===== src/rtl/parking_pkg.sv =====
// Shared types and default constants for the parking gate scheduler.
// The gate FSM states, the lane identifiers and the timer width helper live here.
package parking_pkg;

   typedef enum logic [1:0] {
      IDLE,
      OPEN_ENTRY,
      OPEN_EXIT,
      HOLD
   } gate_state_t;

   typedef enum logic {
      LANE_ENTRY,
      LANE_EXIT
   } lane_t;

   localparam int DEF_CAPACITY = 16;
   localparam int DEF_PASS_TMO = 32;
   localparam int DEF_HOLD_CYC = 8;

   // The timer holds count-1 values, so it needs enough bits for max(pass, hold) - 1.
   function automatic int timer_width(input int pass_tmo, input int hold_cyc);
      int m;
      m = (pass_tmo > hold_cyc) ? pass_tmo : hold_cyc;
      return (m <= 2) ? 1 : $clog2(m);
   endfunction

endpackage


===== src/rtl/parking_gate_timer.sv =====
// Loadable down-counter shared by the open-gate timeout and the hold-closed period.
// expired is high while the count sits at zero; load takes priority over ticking.
module parking_gate_timer #(
   parameter int W = 5
) (
   input  logic         clk,
   input  logic         reset_n,
   input  logic         load,
   input  logic [W-1:0] load_val,
   input  logic         tick_en,
   output logic         expired
);

   logic [W-1:0] count_q;
   logic [W-1:0] count_d;

   always_comb begin
      count_d = count_q;
      if (load) begin
         count_d = load_val;
      end else if (tick_en && (count_q != '0)) begin
         count_d = count_q - W'(1);
      end
   end

   always_ff @(posedge clk or negedge reset_n) begin
      if (!reset_n) begin
         count_q <= '0;
      end else begin
         count_q <= count_d;
      end
   end

   assign expired = (count_q == '0);

endmodule


===== src/rtl/parking_gate_scheduler.sv =====
// Arbitrates the single barrier gate between entrance and exit lanes, sequencing
// open / car pass / hold-closed and tracking lot occupancy against capacity.
module parking_gate_scheduler
   import parking_pkg::*;
#(
   parameter int CAPACITY = DEF_CAPACITY,
   parameter int PASS_TMO = DEF_PASS_TMO,
   parameter int HOLD_CYC = DEF_HOLD_CYC,
   parameter int CNT_W    = $clog2(CAPACITY + 1)
) (
   input  logic             clk,
   input  logic             reset_n,
   input  logic             entry_req,
   input  logic             exit_req,
   input  logic             car_passed,
   output logic             entry_grant,
   output logic             exit_grant,
   output logic             gate_open,
   output logic [CNT_W-1:0] occupancy,
   output logic             full,
   output logic             empty,
   output logic             tmo_fault
);

   localparam int TMR_W = timer_width(PASS_TMO, HOLD_CYC);
   localparam logic [TMR_W-1:0] PASS_LOAD = TMR_W'(PASS_TMO - 1);
   localparam logic [TMR_W-1:0] HOLD_LOAD = TMR_W'(HOLD_CYC - 1);
   localparam logic [CNT_W-1:0] CAP_VAL   = CNT_W'(CAPACITY);

   gate_state_t      state_q, state_d;
   lane_t            last_served_q, last_served_d;
   logic [CNT_W-1:0] occupancy_q, occupancy_d;
   logic             full_q, full_d;
   logic             empty_q, empty_d;
   logic             entry_grant_q, entry_grant_d;
   logic             exit_grant_q, exit_grant_d;
   logic             gate_open_q, gate_open_d;
   logic             tmo_fault_q, tmo_fault_d;

   logic             entry_ok, exit_ok;
   logic             tmo_event;
   logic             timer_load;
   logic [TMR_W-1:0] timer_load_val;
   logic             timer_tick;
   logic             timer_expired;

   assign entry_ok = entry_req & ~full_q;
   assign exit_ok  = exit_req & ~empty_q;

   parking_gate_timer #(
      .W (TMR_W)
   ) u_timer (
      .clk      (clk),
      .reset_n  (reset_n),
      .load     (timer_load),
      .load_val (timer_load_val),
      .tick_en  (timer_tick),
      .expired  (timer_expired)
   );

   // State register: FSM, arbitration history, occupancy and every registered output.
   always_ff @(posedge clk or negedge reset_n) begin
      if (!reset_n) begin
         state_q       <= IDLE;
         last_served_q <= LANE_EXIT;
         occupancy_q   <= '0;
         full_q        <= 1'b0;
         empty_q       <= 1'b1;
         entry_grant_q <= 1'b0;
         exit_grant_q  <= 1'b0;
         gate_open_q   <= 1'b0;
         tmo_fault_q   <= 1'b0;
      end else begin
         state_q       <= state_d;
         last_served_q <= last_served_d;
         occupancy_q   <= occupancy_d;
         full_q        <= full_d;
         empty_q       <= empty_d;
         entry_grant_q <= entry_grant_d;
         exit_grant_q  <= exit_grant_d;
         gate_open_q   <= gate_open_d;
         tmo_fault_q   <= tmo_fault_d;
      end
   end

   // Next state: round-robin pick in IDLE, car_passed beats a simultaneous timeout.
   always_comb begin
      state_d        = state_q;
      last_served_d  = last_served_q;
      timer_load     = 1'b0;
      timer_load_val = PASS_LOAD;
      timer_tick     = 1'b0;
      tmo_event      = 1'b0;
      case (state_q)
         IDLE: begin
            if (entry_ok && (!exit_ok || (last_served_q == LANE_EXIT))) begin
               state_d       = OPEN_ENTRY;
               last_served_d = LANE_ENTRY;
               timer_load    = 1'b1;
            end else if (exit_ok) begin
               state_d       = OPEN_EXIT;
               last_served_d = LANE_EXIT;
               timer_load    = 1'b1;
            end
         end
         OPEN_ENTRY, OPEN_EXIT: begin
            timer_tick = 1'b1;
            if (car_passed) begin
               state_d        = HOLD;
               timer_load     = 1'b1;
               timer_load_val = HOLD_LOAD;
            end else if (timer_expired) begin
               state_d        = HOLD;
               timer_load     = 1'b1;
               timer_load_val = HOLD_LOAD;
               tmo_event      = 1'b1;
            end
         end
         HOLD: begin
            timer_tick = 1'b1;
            if (timer_expired) begin
               state_d = IDLE;
            end
         end
         default: begin
            state_d = IDLE;
         end
      endcase
   end

   // Outputs: decoded from the upcoming state so they register alongside it.
   always_comb begin
      occupancy_d = occupancy_q;
      if ((state_q == OPEN_ENTRY) && car_passed && (occupancy_q != CAP_VAL)) begin
         occupancy_d = occupancy_q + CNT_W'(1);
      end else if ((state_q == OPEN_EXIT) && car_passed && (occupancy_q != '0)) begin
         occupancy_d = occupancy_q - CNT_W'(1);
      end
      full_d        = (occupancy_d == CAP_VAL);
      empty_d       = (occupancy_d == '0);
      entry_grant_d = (state_q == IDLE) && (state_d == OPEN_ENTRY);
      exit_grant_d  = (state_q == IDLE) && (state_d == OPEN_EXIT);
      gate_open_d   = (state_d == OPEN_ENTRY) || (state_d == OPEN_EXIT);
      tmo_fault_d   = tmo_event;
   end

   assign entry_grant = entry_grant_q;
   assign exit_grant  = exit_grant_q;
   assign gate_open   = gate_open_q;
   assign occupancy   = occupancy_q;
   assign full        = full_q;
   assign empty       = empty_q;
   assign tmo_fault   = tmo_fault_q;

endmodule


===== config.mk =====
export PLATFORM = sky130hd
export DESIGN_NAME = parking_gate_scheduler
export DESIGN_NICKNAME = d
export VERILOG_FILES = /design/src/rtl/parking_pkg.sv /design/src/rtl/parking_gate_timer.sv /design/src/rtl/parking_gate_scheduler.sv
export SDC_FILE = /design/constraint.sdc
export NUM_CORES = 1
export LEC_CHECK = 0
export ABC_AREA = 1
export BUFFER_PORTS_ARGS = -buffer_cell sky130_fd_sc_hd__buf_2
export CAP_MARGIN = 20
export CORE_UTILIZATION = 55
export CTS_CLUSTER_DIAMETER = 200
export DETAILED_ROUTE_END_ITERATION = 8
export PLACE_DENSITY = 0.76
export SYNTH_ARGS = -nofsm -noshare
export SYNTH_HDL_FRONTEND = slang
export SYNTH_SLANG_ARGS = --single-unit

===== constraint.sdc =====
create_clock -name clk -period 2.2 [get_ports clk]
set_clock_uncertainty 0.15 [all_clocks]
set_input_delay 0.44 -clock clk [delete_from_list [all_inputs] [get_ports clk]]
set_output_delay 0.44 -clock clk [all_outputs]
set_load 0.05 [all_outputs]

==> out/qor.csv, run 1 <==
metric;value;unit
outcome;completed;
Routed Antenna Nets;0;
Worst EP required;2.26;ns
XOR/XNOR share of the synthesized area;2.85;%
LEAKAGE;0.777;nW
Residual DRC;0;
Critical Path Max Stage Delay;0.43;ns
Worst Path Class, Setup;flop to flop;
Top Family by Delay on Critical Path;adder cells;
Buf/Inv on CP;5;
Core Area;0.00202;mm^2
fmax;504;MHz
CP max FO;5;
synthesized area per cell;7.92;um^2
Slew Limit Fails;0;
clock sinks;19;
mux contribution to synthesized area;0;%
Critical Path Most Common Cell;inv_1;
complex-gate fraction of the synthesized area;5.40;%
Seq/Total Area, Yosys;38.9;%
largest net degree at the start of global routing;20;
total wire length;2.23;mm
crit start category;flop;
Clock transition at path regs;0.11;ns
share of cells above drive strength 1;21.3;%
First DRT Iteration DRCs;31;
worst-margin pin slew;0.457;ns
cts bufs inserted;3;
register bit total from synthesis;19;
final setup vio count;0;
H-tree depth;1;
most frequent cells in the layout;37 x nand2_1, 26 x inv_1, 17 x dfrtp_1;
Crit. End Element;flop;
DRT Pass-1 Iters;4;
most common cell after layout, fill and taps aside;nand2_1;
YS warnings;0;
Area contributors post-synth;dfrtp_1 35%, nand2_1 11%, ha_1 11%;
Site Rows;16;
crit-path cells;inv_1, ha_1, inv_1, a21oi_1, inv_1, o21ai_0, o21ai_1, inv_1, ha_1, inv_1;
CTS Root Cell;clkbuf_4;
Worst slew margin;69.5;%
Synth Area in Simple Gates;31.8;%
initial antenna violation count;0;
fin crit share;90.1;%
Mapped Area;0.00123;mm^2
P per Cell Area;1540;mW/mm^2
NumNets Final;191;
Final Hold Viols;0;
unrepaired setup endpoints after global routing;no;
clk_lat worst skew;0.30;ns
Chip Width;49.2;um
HP Class;primary input to flop;
I/O pin cnt;16;
Placed Instances;196;
post-cts sizing count;0;
GR Overflow Total;0;
Synth Net Count;171;
via count;1006;
Layout Cells excl Fill;201;
Post-CTS Setup Inserts;0;
Die Y;49.2;um
Die ar.;0.00242;mm^2
top-area cell type share of the netlist area;34.7;%
CTS max path bufs;2;
Synth Area in Adders;11.2;%
min cycle time layout;1.98;ns
WL per Instance;11.1;um
largest family of logic cells by synthesized area;simple AND/OR/NAND/NOR gates;
first-pass GRT wire length;4.06;mm
setup slack, reg-to-reg;0.22;ns
Post-CTS Hold Fix Bufs;1;
GRT Overall Usage;21.9;%
critical path's slowest cell;dfrtp_1;
vias per inst;5.00;
Initial Util;60.7;%
Layout area overhead;10.9;%
fillers;173;
Register Area;478;um^2
Gate Count Post-Synth;155;
Netlist cell types;26;
setup_tns;0;ns
CP Data Arrival Time;2.04;ns
# diodes;0;
Multi-input gate area;629;um^2
top cell type by total area after synthesis;dfrtp_1;
VDD IR-drop max;1.14;mV
max cap viols;0;
post-DP HPWL;1.73;mm
CTS tree;done;
number of global-route vias before repair;1062;
# port buffers;15;
GP Congestion;0.914;
-- layer usage --
| layer | wire [um] | vias up | track usage [%] |
|---|---|---|---|
| met5 | 0 | - | 0 |
| met4 | 44 | 0 | 13.2 |
| met3 | 104 | 7 | 3.43 |
| met2 | 1050 | 24 | 37.4 |
| met1 | 1030 | 459 | 25.5 |
| li1 | - | 516 | - |
-- layout make-up --
type / count / area share (%)
Clock buffer: 4 / 1.93
Inverter: 29 / 8.00
Multi-Input combinational cell: 106 / 46.2
Sequential cell: 19 / 35.1
Tap cell: 27 / 2.48
Timing Repair Buffer: 16 / 6.25
-- cells in the mapped netlist, drive strengths merged --
master	number
o21ai	7
nand3b	1
or2	1
o21bai	1
nand4	1
nand3	19
nor3	1
xor2	3
ha	11
nor2	14
dfrtp	17
nand2	42
a21oi	4
inv	29
xnor2	1
buf	1
dfstp	2
-- power by group --
part	total (W)	switching, W	internal (W)	leakage, nW
clock	0.000181	0.000110	0.0000707	0.0150
sequential	0.000636	0.000134	0.000501	0.230
combinational	0.00128	0.000887	0.000396	0.532
total	0.00210	0.00113	0.000969	0.777
-- sequential cells by signal, summed over array words and instances, names as in the netlist --
name / cells
empty: 1
entry_grant: 1
exit_grant: 1
full: 1
gate_open: 1
last_served_q: 1
occupancy: 5
state_q: 2
tmo_fault: 1
u_timer.count_q: 5
-- through the flow --
stage	worst slack (ns)	utilization (%)	hold slack (ns)	instance area (um^2)	total power [W]
floorplan	0.246	-	-0.00559	1230	0.00167
global placement	0.335	65.5	0.252	1330	0.00187
detailed placement	0.261	65.5	0.248	1330	0.00192
CTS	0.232	67.3	0.222	1360	0.00211
global route	0.0385	67.3	0.234	1360	0.00231
finish	0.218	67.3	0.238	1360	0.00210
-- path summary, 6_finish.rpt --
path / startpoint / end / depth (start not counted)
max reg2reg: state_q[0] / gate_open / 10
max: state_q[0] / gate_open / 10
min reg2reg: u_timer.count_q[0] / u_timer.count_q[0] / 2
min: car_passed / tmo_fault / 2
min in group asynchronous: reset_n / occupancy[0] / 2
max in group asynchronous: reset_n / last_served_q / 2
-- cell families (layout without fill, tap and decap cells) --
| group | Yosys count | after routing |
|---|---|---|
| XOR/XNOR | 4 | 4 |
| AND/OR/NAND/NOR | 79 | 79 |
| flip-flops | 19 | 19 |
| adder cells (fa/ha/maj) | 11 | 11 |
| AO/OA/AOI/OAI | 12 | 12 |
| buffers and inverters | 30 | 49 |
No activity file was read; power rests on OpenSTA's default activity.
==> inputs of run 2 (changes only) <==
--- a/config.mk
+++ b/config.mk
@@ -14,4 +14,5 @@
 export PLACE_DENSITY = 0.76
 export SYNTH_ARGS = -nofsm -noshare
 export SYNTH_HDL_FRONTEND = slang
+export SYNTH_HIERARCHICAL = 1
 export SYNTH_SLANG_ARGS = --single-unit
==> out/qor.csv, run 2 <==
metric;value;unit;change
final setup vio count;0;;unchanged
Worst EP required;2.25;ns;was 2.26 ns
clk_lat worst skew;0.29;ns;was 0.30 ns
Synth Area in Adders;9.86;%;was 11.2%
number of synthesized flops with an enable pin;0;;unchanged
Seq/Total Area, Yosys;37.7;%;was 38.9%
GP Congestion;0.824;;was 0.914
Gate Count Post-Synth;164;;was 155
CTS max path bufs;2;;unchanged
CTS tree;done;;unchanged
max cap viols;0;;unchanged
number of global-route vias before repair;1040;;was 1062
post-DP HPWL;1.83;mm;was 1.73 mm
H-tree depth;1;;unchanged
First DRT Iteration DRCs;15;;was 31
# port buffers;15;;unchanged
share of cells above drive strength 1;26.6;%;was 21.3%
Area contributors post-synth;dfrtp_1 34%, nand2_1 12%, ha_1 9.9%;;was dfrtp_1 35%, nand2_1 11%, ha_1 11%
top cell type by total area after synthesis;dfrtp_1;;unchanged
cts bufs inserted;3;;unchanged
vias per inst;4.84;;was 5.00
Layout Cells excl Fill;216;;was 201
top cells by count, synth;39 x nand2_1, 29 x inv_1, 17 x dfrtp_1, 15 x nand3_1, 12 x nor2_1;;was 37 x nand2_1, 26 x inv_1, 17 x dfrtp_1, 14 x nand3_1, 12 x nor2_1
most common cell after layout, fill and taps aside;nand2_1;;unchanged
ys flop type;dfrtp_1;;unchanged
fraction of registers with async set/reset;100;%;unchanged
HP Class;primary input to flop;;unchanged
Clock transition at path regs;0.11;ns;about the same
CTS Root Cell;clkbuf_4;;unchanged
min cycle time layout;2.04;ns;was 1.98 ns
Crit. End Element;flop;;unchanged
setup_tns;0;ns;unchanged
via count;1046;;was 1006
Worst Path Class, Setup;flop to flop;;unchanged
Chip Width;50.0;um;was 49.2 um
dpl ws;-0.0513;ns;was 0.261 ns
YS warnings;6;;was 0
Residual DRC;0;;unchanged
GR Overflow Total;0;;unchanged
clock sinks;19;;unchanged
top-count cell post-synth;nand2_1;;unchanged
outcome;completed;;unchanged
# diodes;0;;unchanged
final worst slack;0.161;ns;was 0.218 ns
Core Area;0.00219;mm^2;was 0.00202 mm^2
Die ar.;0.00250;mm^2;was 0.00242 mm^2
fmax;490;MHz;was 504 MHz
GRT Overall Usage;22.7;%;was 21.9%
Synth Area in Simple Gates;32.5;%;was 31.8%
Die Y;50.0;um;was 49.2 um
top-area cell type share of the netlist area;33.5;%;was 34.7%
GRT met3 Usage;3.70;%;was 3.43%
M2 GR Usage;39.8;%;was 37.4%
initial antenna violation count;0;;unchanged
first-pass GRT wire length;4.27;mm;was 4.06 mm
Site Rows;17;;was 16
CP max FO;4;;was 5
XOR/XNOR share of the synthesized area;2.07;%;was 2.85%
synthesized area per cell;7.74;um^2;was 7.92 um^2
crit start category;flop;;unchanged
DRT Pass-1 Iters;4;;unchanged
mux contribution to synthesized area;0;%;unchanged
complex-gate fraction of the synthesized area;6.90;%;was 5.40%
CP Data Arrival Time;2.09;ns;was 2.04 ns
Netlist cell types;25;;was 26
met1 usage;27.3;%;was 25.5%
total wire length;2.38;mm;was 2.23 mm
largest family of logic cells by synthesized area;simple AND/OR/NAND/NOR gates;;unchanged
Routed Antenna Nets;0;;unchanged
Slew Limit Fails;0;;unchanged
Layout area overhead;15.6;%;was 10.9%
WL per Instance;11.0;um;was 11.1 um
Final Hold Viols;0;;unchanged
Initial Util;57.9;%;was 60.7%
most frequent cells in the layout;39 x nand2_1, 27 x inv_1, 17 x dfrtp_1;;was 37 x nand2_1, 26 x inv_1, 17 x dfrtp_1
I/O pin cnt;16;;unchanged
GR peak layer;met2;;unchanged
final core utilization;66.9;%;was 67.3%
NumNets Final;204;;was 191
Placed Instances;211;;was 196
Post-CTS Setup Inserts;0;;unchanged
largest net degree at the start of global routing;20;;unchanged
register bit total from synthesis;19;;unchanged
fin crit share;92.7;%;was 90.1%
Mapped Area;0.00127;mm^2;was 0.00123 mm^2
[run 2: per-layer routing]
metal,vias to the layer above,routed length [um]
met5,-,0
met3,2,61
met1,477,1060
li1,549,-
met2,18,1240
met4,0,16
[run 2: what timing repair did]
| action | 4_1_cts | 5_1_grt |
|---|---|---|
| hold buffers | 1 | 0 |
| pin swaps | 0 | 1 |
| gates resized for setup | 2 | 7 |
| endpoints found under the setup margin | 2 | 7 |
| endpoints found under the hold margin | 17 | 0 |
[run 2: worst max-delay path, cell delays in order (launching register included)]
cell and delay [ns]:
dfrtp_1 0.41, inv_2 0.12, ha_4 0.17, nand3b_2 0.12, inv_2 0.11, inv_1 0.05, nand2_1 0.05, nand2_1 0.06
a21oi_1 0.12, inv_1 0.07, o21ai_2 0.14, inv_1 0.08, ha_1 0.27, inv_1 0.03
[run 2: area by class of cell]
class                      instances  area (um^2)
multi-input combinational        113          694
sequential                        19          478
clock inverter                     1         5.00
tap                               28         35.0
clock buffer                       3         22.5
inverter                          33          124
timing repair buffer              19          108
fill                             185          724
[run 2: cell families after synthesis]
group	count (synthesis)
XOR/XNOR	3
flip-flops	19
adder cells (fa/ha/maj)	10
AND/OR/NAND/NOR	82
other	1
AO/OA/AOI/OAI	15
buffers and inverters	34
[run 2: worst paths after layout]
path	end	cells past startpoint	start	slack [ns]
worst min register to register	last_served_q	2	last_served_q	0.36
min in group asynchronous	gate_open	2	reset_n	0.47
worst max-delay path	gate_open	13	u_timer/count_q[0]	0.16
worst min-delay path	tmo_fault	2	car_passed	0.29
worst max register to register	gate_open	13	u_timer/count_q[0]	0.16
max in group asynchronous	last_served_q	2	reset_n	1.10
[run 2: through the flow]
step | area [um^2] | hold slack, ns
2_1_floorplan | 1280 | -0.00559
5_1_grt | 1470 | 0.274
3_5_place_dp | 1400 | 0.257
3_3_place_gp | 1400 | 0.242
4_1_cts | 1440 | 0.255
6_report | 1470 | 0.290
Power of run 2 is left out: the tool's default activity adds up to more than one toggle a clock period on the data nets, which glitch-free logic cannot reach.
==> inputs of run 3 (changes only) <==
--- a/config.mk
+++ b/config.mk
@@ -8,11 +8,12 @@
 export ABC_AREA = 1
 export BUFFER_PORTS_ARGS = -buffer_cell sky130_fd_sc_hd__buf_2
 export CAP_MARGIN = 20
+export CORE_MARGIN = 3
 export CORE_UTILIZATION = 55
 export CTS_CLUSTER_DIAMETER = 200
 export DETAILED_ROUTE_END_ITERATION = 8
 export PLACE_DENSITY = 0.76
+export RECOVER_POWER = 100
 export SYNTH_ARGS = -nofsm -noshare
 export SYNTH_HDL_FRONTEND = slang
-export SYNTH_HIERARCHICAL = 1
 export SYNTH_SLANG_ARGS = --single-unit
==> out/qor.csv, run 3 (synthesized netlist as in run 1, its figures left out) <==
metric;value;unit;change
CTS max path bufs;2;;unchanged
Critical Path Max Stage Delay;0.43;ns;was 0.41 ns
setup_tns;0;ns;unchanged
reg-to-reg startpoint;state_q[0];;was u_timer/count_q[0]
via count;1022;;was 1046
Final Hold Viols;0;;unchanged
Sequential Power Share;30.7;%;
CP Data Arrival Time;2.07;ns;was 2.09 ns
CTS tree;done;;unchanged
fmax;498;MHz;was 490 MHz
DRT Pass-1 Iters;4;;unchanged
CTS Root Cell;clkbuf_4;;unchanged
clock sinks;19;;unchanged
Clock transition at path regs;0.12;ns;was 0.11 ns
first-pass GRT wire length;4.35;mm;was 4.27 mm
reg2reg path depth;10;;was 13
Worst EP required;2.26;ns;was 2.25 ns
max cap viols;0;;unchanged
Die ar.;0.00283;mm^2;was 0.00250 mm^2
largest net degree at the start of global routing;20;;unchanged
Post-CTS Setup Inserts;0;;unchanged
Hold Path End;tmo_fault;;unchanged
LEAKAGE;0.737;nW;
dpl ws;0.212;ns;was -0.0513 ns
Crit. End Element;flop;;unchanged
Critical Path Most Common Cell;inv_1;;unchanged
fin crit share;91.2;%;was 92.7%
Hold Crit Depth;2;;unchanged
number of global-route vias before repair;1026;;was 1040
fillers;200;;was 185
final setup vio count;0;;unchanged
Core Area;0.00204;mm^2;was 0.00219 mm^2
switching power total;0.00114;W;
HP Class;primary input to flop;;unchanged
NumNets Final;191;;was 204
Worst slew margin;33.5;%;
outcome;completed;;unchanged
Pint;0.000940;W;
P per Cell Area;1550;mW/mm^2;
Post-CTS Hold Fix Bufs;1;;unchanged
Residual DRC;0;;unchanged
min cycle time layout;2.01;ns;was 2.04 ns
Worst R2R End;gate_open;;unchanged
WL per Instance;11.8;um;was 11.0 um
worst-margin pin slew;0.998;ns;
GRT Overall Usage;21.0;%;was 22.7%
Sw Share;54.8;%;
Worst Path Class, Setup;flop to flop;;unchanged
most common cell after layout, fill and taps aside;nand2_1;;unchanged
clock power share;8.9;%;
Chip Width;53.2;um;was 50.0 um
GP Congestion;0.797;;was 0.824
clk_lat worst skew;0.30;ns;was 0.29 ns
post-cts sizing count;0;;was 2
final worst slack;0.193;ns;was 0.161 ns
crit-path cells;inv_1, ha_1, inv_1, a21oi_1, inv_1, o21ai_0, o21ai_1, inv_1, ha_1, inv_1;;was inv_2, ha_4, nand3b_2, inv_2, inv_1, nand2_1, nand2_1, a21oi_1, inv_1, o21ai_2, inv_1, ha_1, inv_1
post-DP HPWL;1.88;mm;was 1.83 mm
Layout area overhead;9.17;%;was 15.6%
CP max FO;5;;was 4
VDD IR-drop max;1.13;mV;
H-tree depth;1;;unchanged
most frequent cells in the layout;37 x nand2_1, 27 x inv_1, 17 x dfrtp_1;;was 39 x nand2_1, 27 x inv_1, 17 x dfrtp_1
# port buffers;15;;unchanged
Slew Limit Fails;0;;unchanged
vias per inst;5.08;;was 4.84
Site Rows;16;;was 17
crit start category;flop;;unchanged
Hold Path Origin;car_passed;;unchanged
Initial Util;60.1;%;was 57.9%
Combinational Power Share;60.4;%;
Routed Antenna Nets;0;;unchanged
I/O pin cnt;16;;unchanged
First DRT Iteration DRCs;15;;unchanged
Die Y;53.2;um;was 50.0 um
share of cells above drive strength 1;13.2;%;was 26.6%
critical path's slowest cell;dfrtp_1;;unchanged
cts bufs inserted;3;;unchanged
unrepaired setup endpoints after global routing;no;;
total wire length;2.36;mm;was 2.38 mm
setup slack, reg-to-reg;0.19;ns;was 0.16 ns
GR Overflow Total;0;;unchanged
# diodes;0;;unchanged
initial antenna violation count;0;;unchanged
## run 3: power groups by stage
stage               Clock [W]  Sequential [W]  Combinational, W
floorplan                   0        0.000844          0.000823
global placement            0        0.000633           0.00123
detailed placement          0        0.000642           0.00129
CTS                  0.000188        0.000636           0.00130
global route         0.000196        0.000663           0.00145
finish               0.000185        0.000638           0.00126
## run 3: layout make-up
class | count | area (um^2) | area share, %
Multi-Input combinational cell | 106 | 622 | 46.4
Sequential cell | 19 | 478 | 35.7
Inverter | 29 | 109 | 8.12
Timing Repair Buffer | 16 | 70.1 | 5.23
Tap cell | 27 | 33.8 | 2.52
Clock buffer | 3 | 22.5 | 1.68
Clock inverter | 1 | 5.00 | 0.373
## run 3: routing by layer
metal / vias to the layer above / track usage, % / routed length (um)
met5: - / 0 / 0
met4: 0 / 6.81 / 32
met3: 4 / 2.82 / 129
met2: 26 / 36.3 / 1170
met1: 475 / 26.5 / 1030
li1: 517 / - / -
## run 3: metrics by stage
| stage | hold WS, ns | total power, W | utilization [%] | instance area [um^2] | instances |
|---|---|---|---|---|---|
| 2_1_floorplan | -0.00559 | 0.00167 | - | 1230 | 155 |
| 3_3_place_gp | 0.246 | 0.00187 | 64.9 | 1330 | 196 |
| 3_5_place_dp | 0.249 | 0.00193 | 64.9 | 1330 | 196 |
| 4_1_cts | 0.216 | 0.00213 | 66.7 | 1360 | 201 |
| 5_1_grt | 0.222 | 0.00231 | 65.6 | 1340 | 201 |
| 6_report | 0.218 | 0.00208 | 65.6 | 1340 | 201 |
## run 3: worst max-delay path, delay by kind of cell, from the launching register on
family	cells	cell delay (ns)
buffers and inverters	5	0.37
flip-flops	1	0.43
AO/OA/AOI/OAI	3	0.37
adder cells (fa/ha/maj)	2	0.59
## run 3: how the worst max path moves through the flow
stage,startpoint,end,slack (ns)
2_1_floorplan,occupancy[0],empty,0.25
3_3_place_gp,state_q[0],gate_open,0.33
3_5_place_dp,state_q[0],gate_open,0.21
4_1_cts,state_q[0],gate_open,0.19
5_1_grt,state_q[0],gate_open,0.005
6_report,state_q[0],gate_open,0.19
